[config.mk]
export PLATFORM = sky130hd
export DESIGN_NAME = piso_frame_serializer
export DESIGN_NICKNAME = d
export VERILOG_FILES = /design/src/rtl/serializer_pkg.sv /design/src/rtl/piso_bit_cnt.sv /design/src/rtl/piso_frame_serializer.sv
export SDC_FILE = /design/constraint.sdc
export NUM_CORES = 1
export LEC_CHECK = 0
export CAP_MARGIN = 20
export CORE_MARGIN = 2
export CORE_UTILIZATION = 48
export CTS_CLUSTER_SIZE = 24
export DETAILED_ROUTE_END_ITERATION = 7
export GPL_ROUTABILITY_DRIVEN = 0
export PLACE_DENSITY = 0.76
export SLEW_MARGIN = 20
export SYNTH_ARGS = -nofsm -noshare
export SYNTH_HDL_FRONTEND = slang
export SYNTH_HIERARCHICAL = 1
export SYNTH_SLANG_ARGS = --single-unit
[constraint.sdc]
create_clock -name clk -period 2.1 [get_ports clk]
set_clock_uncertainty 0.15 [all_clocks]
set_input_delay 0.315 -clock clk [delete_from_list [all_inputs] [get_ports clk]]
set_output_delay 0.315 -clock clk [all_outputs]
set_load 0.02 [all_outputs]
[src/rtl/serializer_pkg.sv]
// Shared constants and helpers for the parallel-in/serial-out frame serializer.
package serializer_pkg;

    localparam int unsigned DEFAULT_WIDTH = 8;

    localparam logic [0:0] ST_IDLE  = 1'b0;
    localparam logic [0:0] ST_SHIFT = 1'b1;

    // Bit-counter width; never below 1 so the counter always exists.
    function automatic int unsigned cnt_width(input int unsigned width);
        return (width < 2) ? 1 : $clog2(width);
    endfunction

endpackage

[src/rtl/piso_bit_cnt.sv]
// Modulo-WIDTH bit counter tracking the position within the current frame.
module piso_bit_cnt
    import serializer_pkg::*;
#(
    parameter  int unsigned WIDTH = DEFAULT_WIDTH,
    localparam int unsigned CW    = cnt_width(WIDTH)
) (
    input  logic          clk,
    input  logic          reset,
    input  logic          clear,
    input  logic          inc,
    output logic [CW-1:0] cnt,
    output logic          is_last
);

    assign is_last = (cnt == CW'(WIDTH - 1));

    // Clear wins over inc so a reload on the last-bit edge restarts at 0.
    always_ff @(posedge clk) begin
        if (reset) begin
            cnt <= '0;
        end else if (clear) begin
            cnt <= '0;
        end else if (inc) begin
            cnt <= is_last ? '0 : cnt + CW'(1);
        end
    end

endmodule

[src/rtl/piso_frame_serializer.sv]
// Serializes WIDTH-bit words one bit per enabled clock, driving 0 whenever no frame bit is valid.
module piso_frame_serializer
    import serializer_pkg::*;
#(
    parameter int unsigned WIDTH     = DEFAULT_WIDTH,
    parameter bit          MSB_FIRST = 1'b1
) (
    input  logic             clk,
    input  logic             reset,
    input  logic             load_valid,
    output logic             load_ready,
    input  logic [WIDTH-1:0] data_in,
    input  logic             enable,
    output logic             sout,
    output logic             sout_valid,
    output logic             frame_done
);

    localparam int unsigned CW = cnt_width(WIDTH);

    logic [0:0]       state_q;
    logic [0:0]       state_d;
    logic [WIDTH-1:0] shreg;
    logic [CW-1:0]    bit_cnt_unused;
    logic             is_last;
    logic             shift_en;
    logic             last_bit;
    logic             accept;
    logic             cur_bit;

    piso_bit_cnt #(
        .WIDTH (WIDTH)
    ) u_bit_cnt (
        .clk     (clk),
        .reset   (reset),
        .clear   (accept),
        .inc     (shift_en),
        .cnt     (bit_cnt_unused),
        .is_last (is_last)
    );

    assign cur_bit = MSB_FIRST ? shreg[WIDTH-1] : shreg[0];

    always_ff @(posedge clk) begin
        if (reset) begin
            state_q <= ST_IDLE;
        end else begin
            state_q <= state_d;
        end
    end

    // Next state plus handshake/serial outputs; a stalled SHIFT cycle emits nothing.
    always_comb begin
        state_d    = state_q;
        shift_en   = (state_q == ST_SHIFT) && enable;
        last_bit   = shift_en && is_last;
        load_ready = (state_q == ST_IDLE) || last_bit;
        accept     = load_valid && load_ready;
        sout_valid = shift_en;
        sout       = shift_en && cur_bit;

        if (accept) begin
            state_d = ST_SHIFT;
        end else if (last_bit) begin
            state_d = ST_IDLE;
        end
    end

    always_ff @(posedge clk) begin
        if (reset) begin
            shreg <= '0;
        end else if (accept) begin
            shreg <= data_in;
        end else if (shift_en) begin
            if (MSB_FIRST) begin
                shreg <= {shreg[WIDTH-2:0], 1'b0};
            end else begin
                shreg <= {1'b0, shreg[WIDTH-1:1]};
            end
        end
    end

    always_ff @(posedge clk) begin
        if (reset) begin
            frame_done <= 1'b0;
        end else begin
            frame_done <= last_bit;
        end
    end

endmodule

-- After elaboration in Yosys (flattened, before gate mapping)
Index checks and enable logic that the tools add are counted.
W data, S select, Z words.
- bits in registers: 13
- latch bits: 0
- bits in writable memories: 0
- ROM bits: 0
- bits of input ports: 12
- output and inout port bits: 4
- logic and storage cells: 20
- memories: 0
- add/subtract/negate cells: 1
- multiply operators: 0
- divide/modulo/power cells: 0
- order comparisons: 0
- equality and inequality tests: 1
- shift operators: 0
- multiplexer cells: 5
- bitwise operators: 1
- reduce and logical (&&, ||, !) cells: 8
- operator list (cell ; number):
    $mux W8 ; 2
    $logic_and A1 B1 Y1 ; 4
    $reduce_bool A2 Y1 ; 2
    $add A3 B1 Y3 const B ; 1
    $eq A3 B3 Y1 const B ; 1
    $mux W3 ; 1
    $mux W1 ; 2
    $reduce_or A2 Y1 ; 1
    $logic_or A1 B1 Y1 ; 1
    $not A1 Y1 ; 1

-- Longest topological paths before layout
- word-level depth: 5
- mapped depth: 5
- depth with buffers taken out: 5

-- Hierarchy
Netlist, hierarchy kept.
- by module, submodules not included (module ; instances ; cells an instance ; area an instance (µm²) ; sequential area each (µm²)):
    piso_frame_serializer ; 1 ; 61 ; 614.3 ; 200.2
    piso_bit_cnt ; 1 ; 12 ; 142.6 ; 60.1

-- Worst setup path after synthesis
Ideal clock, no wire load.
- path kind: reg2reg
- start point: register u_bit_cnt.cnt[0]
- end point: register u_bit_cnt.cnt[0]
- library setup time: 0.079 ns
- data arrival time: 1.384 ns
- data required time: 1.871 ns
- slack: 0.486 ns
- stages on the path, launching flop included: 6
- buffers on the path: 0
- period minus slack after synthesis: 1.614 ns
- cell sequence: dfxtp_1 > ha_1 > ha_1 > a21bo_2 > and2_2 > a211oi_2
- longest elaborated chain between the ends: 5
- elaborated cells on any way between the ends: 7
- those cells by class: add/sub (1); eq/ne (1); mux (1); reduce/logical (4)
- ends and longest elaborated chain (element ; line ; text):
    start: declaration ; piso_bit_cnt.sv:12 ; output logic [CW-1:0] cnt,
    start signal: assignment ; piso_bit_cnt.sv:25 ; cnt <= is_last ? '0 : cnt + CW'(1);
    $eq A3 B3 Y1 ; piso_bit_cnt.sv:16 ; assign is_last = (cnt == CW'(WIDTH - 1));
    named net is_last ; piso_frame_serializer.sv:25 ; logic is_last;
    $logic_and A1 B1 Y1 ; piso_frame_serializer.sv:56 ; last_bit = shift_en && is_last;
    $logic_or A1 B1 Y1 ; piso_frame_serializer.sv:57 ; load_ready = (state_q == ST_IDLE) || last_bit;
    named net load_ready ; piso_frame_serializer.sv:11 ; output logic load_ready,
    $logic_and A1 B1 Y1 ; piso_frame_serializer.sv:58 ; accept = load_valid && load_ready;
    named net accept ; piso_frame_serializer.sv:28 ; logic accept;
    $reduce_or A2 Y1 (no line) ; -- ;
The timed path passes the listed nets, and every way through them passes these cells.
A chain may end at the register's enable or synchronous reset.

-- Worst setup path after layout
- start point: register u_bit_cnt.cnt[0]
- end point: output port load_ready
- longest elaborated chain between the ends: 3
- ends and longest elaborated chain (element ; line):
    $eq A3 B3 Y1 ; piso_bit_cnt.sv:16
    named net is_last ; piso_frame_serializer.sv:25
    $logic_and A1 B1 Y1 ; piso_frame_serializer.sv:56
    $logic_or A1 B1 Y1 ; piso_frame_serializer.sv:57
    end: declaration ; piso_frame_serializer.sv:11
The timed path passes the listed nets, and every way through them passes these cells.

==> summary.md <==
| Metric | Value |
|---|---|
| Setup TNS | 0 ns |
| CORE AREA | 1490 µm² |
| HP Start | shreg[0]$_SDFFE_PP0P_ |
| Post-Syn Area | 757 µm² |
| Main combinational cell family by area after synthesis | simple AND/OR/NAND/NOR gates |
| Fin crit period | 2.00 ns |
| Unrepaired setup endpoints after global routing | no |
| Worst Setup EP | load_ready |
| Setup WS pre-CTS | 0.0104 ns |
| Synth Warn # | 6 |
| Final core utilization | 65.3% |
| Nets | 110 |
| Drt drc | 0 |
| HP Class | reg2reg |
| Vias in the first global route | 551 |
| Layout cells sized above 1 | 25.3% |
| Lkg Pwr | 0.000458 µW |
| Slack of the worst reg-to-reg path | 0.36 ns |
| Area growth syn-to-layout | 28.4% |
| DPL Wire Length | 1.09 mm |
| Initial DRC Count | 7 |
| Slew headroom | 79.9% |
| Power Density | 565 nW/µm² |
| Post-synthesis sequential area ratio | 34.4% |
| WL/cell | 12.8 µm |
| Met1 wire length | 705 µm |
| Largest net degree at the start of global routing | 10 |
| Met3 wire length | 74 µm |
| Worst Setup End Kind | primary output |
| RR Startpoint | u_bit_cnt/cnt[0]$_SDFFE_PP0P_ |
| Worst r2r path cells | 6 |
| Max clock buf depth | 2 |
| Die area | 1910 µm² |
| Post-synth cell types | 28 |
| Pins Over Slew Limit | 0 |
| Ports | 16 |
| Die Wd | 43.7 µm |
| Max Used Layer | met4 |
| Commonest non-fill, non-tap cells in the layout | dfxtp_1, nor2_1, clkdlybuf4s50_1, mux2i_1 |
| Antenna violations before repair | 0 |
| Peak VDD IR | 0.325 mV |
| Antenna cells | 0 |
| Post-synthesis compound-gate area fraction | 18.0% |
| Final setup margin | 0.104 ns |
| Port bufs | 15 |
| Critical path class | reg2out |
| Post-synthesis mux area share | 15.9% |
| Worst slew pin tran | 0.301 ns |
| Clock sink count | 13 |
| Syn Nets | 87 |
| Commonest non-fill, non-tap cell in the layout | dfxtp_1 |
| Worst hold slack | 0.335 ns |
| Gr usage total | 16.0% |
| Synth Area in XOR/XNOR | 0% |
| Routed via count | 614 |
| Total Wirelength | 1.43 mm |
| Reg-to-Reg End | u_bit_cnt/cnt[0]$_SDFFE_PP0P_ |
| FF+latch count, synth | 13 |
| Fill cells | 123 |
| Fmax achieved | 501 MHz |
| Post-route ant nets | 0 |
| Congestion Overflow GR | 0 |
| Final period util | 95.1% |
| Post-Synth Simple-Gate Area | 24.1% |
| Worst Setup SP | u_bit_cnt/cnt[0]$_SDFFE_PP0P_ |
| Clk_lat worst skew | 0.27 ns |
| Detailed Routing Iterations Pass 1 | 3 |
| First-pass GRT wire length | 2.34 mm |
| Starting Density | 50.8% |
| Synthesized instance count | 73 |
| Die H | 43.7 µm |
| Routed length on met2 | 633 µm |
| Worst path required time | 1.63 ns |
| Post-synthesis adder-cell area fraction | 3.31% |
| Post-CTS setup buffers | 0 |
| Post-Syn Area per Cell | 10.4 µm² |
| Endpoints failing setup | 0 |
| Num rows | 14 |
| Num CTS Buffers | 3 |
| Worst Path Max Fanout | 4 |
| CTS Root Cell | clkbuf_4 |
| Max-cap violation count | 0 |
| Critical Path AT | 1.53 ns |
| CTS tree | done |
| Hold Buf Count CTS | 0 |
| Hold Fails Final Rpt | 0 |
| Status | finished clean |
| H-tree levels | 1 |
| Clock-pin slew on the worst setup and hold paths | 0.07 ns |
| Vias per cell | 5.53 |
| Crit start category | register |
[how the worst min path moves through the flow]
stage | cells past startpoint | to | slack (ns)
floorplan | 1 | u_bit_cnt/cnt[0]$_SDFFE_PP0P_ | 0.23
global placement | 2 | shreg[0]$_SDFFE_PP0P_ | 0.32
detailed placement | 2 | shreg[0]$_SDFFE_PP0P_ | 0.32
CTS | 2 | shreg[0]$_SDFFE_PP0P_ | 0.34
global route | 2 | shreg[0]$_SDFFE_PP0P_ | 0.36
finish | 2 | shreg[0]$_SDFFE_PP0P_ | 0.33
[cells in the mapped netlist]
cell | count | area, µm²
nor3_1 | 2 | 10.0
a21bo_2 | 1 | 10.0
nand3b_1 | 1 | 7.51
and2_1 | 1 | 6.26
a211oi_1 | 1 | 7.51
o22ai_1 | 1 | 6.26
nand3_1 | 1 | 5.00
and2_2 | 1 | 7.51
ha_1 | 2 | 25.0
and3_1 | 1 | 6.26
a2111oi_2 | 6 | 90.1
and3b_1 | 1 | 8.76
or2b_4 | 1 | 11.3
or2b_2 | 1 | 8.76
mux2i_1 | 9 | 90.1
buf_4 | 1 | 7.51
mux2_4 | 2 | 30.0
a211oi_2 | 1 | 12.5
buf_6 | 1 | 11.3
nand2b_1 | 5 | 31.3
dfxtp_1 | 13 | 260
clkdlybuf4s18_2 | 1 | 10.0
nor2_1 | 12 | 45.0
nand2_4 | 1 | 11.3
or3b_1 | 1 | 8.76
inv_1 | 1 | 3.75
or2b_1 | 2 | 15.0
a21oi_1 | 2 | 10.0
[registers in the layout, summed over array words and instances (netlist names)]
signal         flops
state_q            1
frame_done         1
u_bit_cnt/cnt      3
shreg              8
[layer usage]
metal	up-vias	GRT usage [%]
li1	308	-
met1	293	23.4
met2	11	23.5
met3	2	2.92
met4	0	5.45
met5	-	0
[area by class of cell]
class                           instances  area, µm²  share of cell area [%]
Timing Repair Buffer                   21        195                    20.1
Inverter                                1       3.75                   0.386
Tap cell                               16       20.0                    2.06
Clock buffer                            4       26.3                    2.70
Multi-Input combinational cell         56        467                    48.0
Sequential cell                        13        260                    26.8
[cells by family (layout without fill, tap and decap cells)]
logic type,count (synthesis),count (layout)
flops,13,13
fa+ha+maj,2,2
compound gates,12,12
buf+inv,4,26
simple gates,31,31
mux,11,11
[power breakdown]
group	total, µW	internal, µW	switching, µW
registers	272	262	9.51
clock network	152	73.4	78.2
logic	126	69.6	56.4
[per-stage QoR]
step	power [µW]	cells	instance area (µm²)
2_1_floorplan	357	73	757
3_3_place_gp	403	107	943
3_5_place_dp	406	107	943
4_1_cts	556	111	967
5_1_grt	579	111	972
6_report	549	111	972
[worst max-delay path: stages, from the launching register on]
cell and delay, ns:
dfxtp_1 0.33, ha_1 0.20, ha_2 0.20, a21bo_2 0.22
dlygate4sd2_1 0.32
[what timing repair did]
item,4_1_cts,5_1_grt
hold endpoints to repair,0,0
cloned,0,0
endpoints found under the setup margin,2,2
gates resized for setup,2,2
Note: power is estimated with default switching activity, not from simulation.
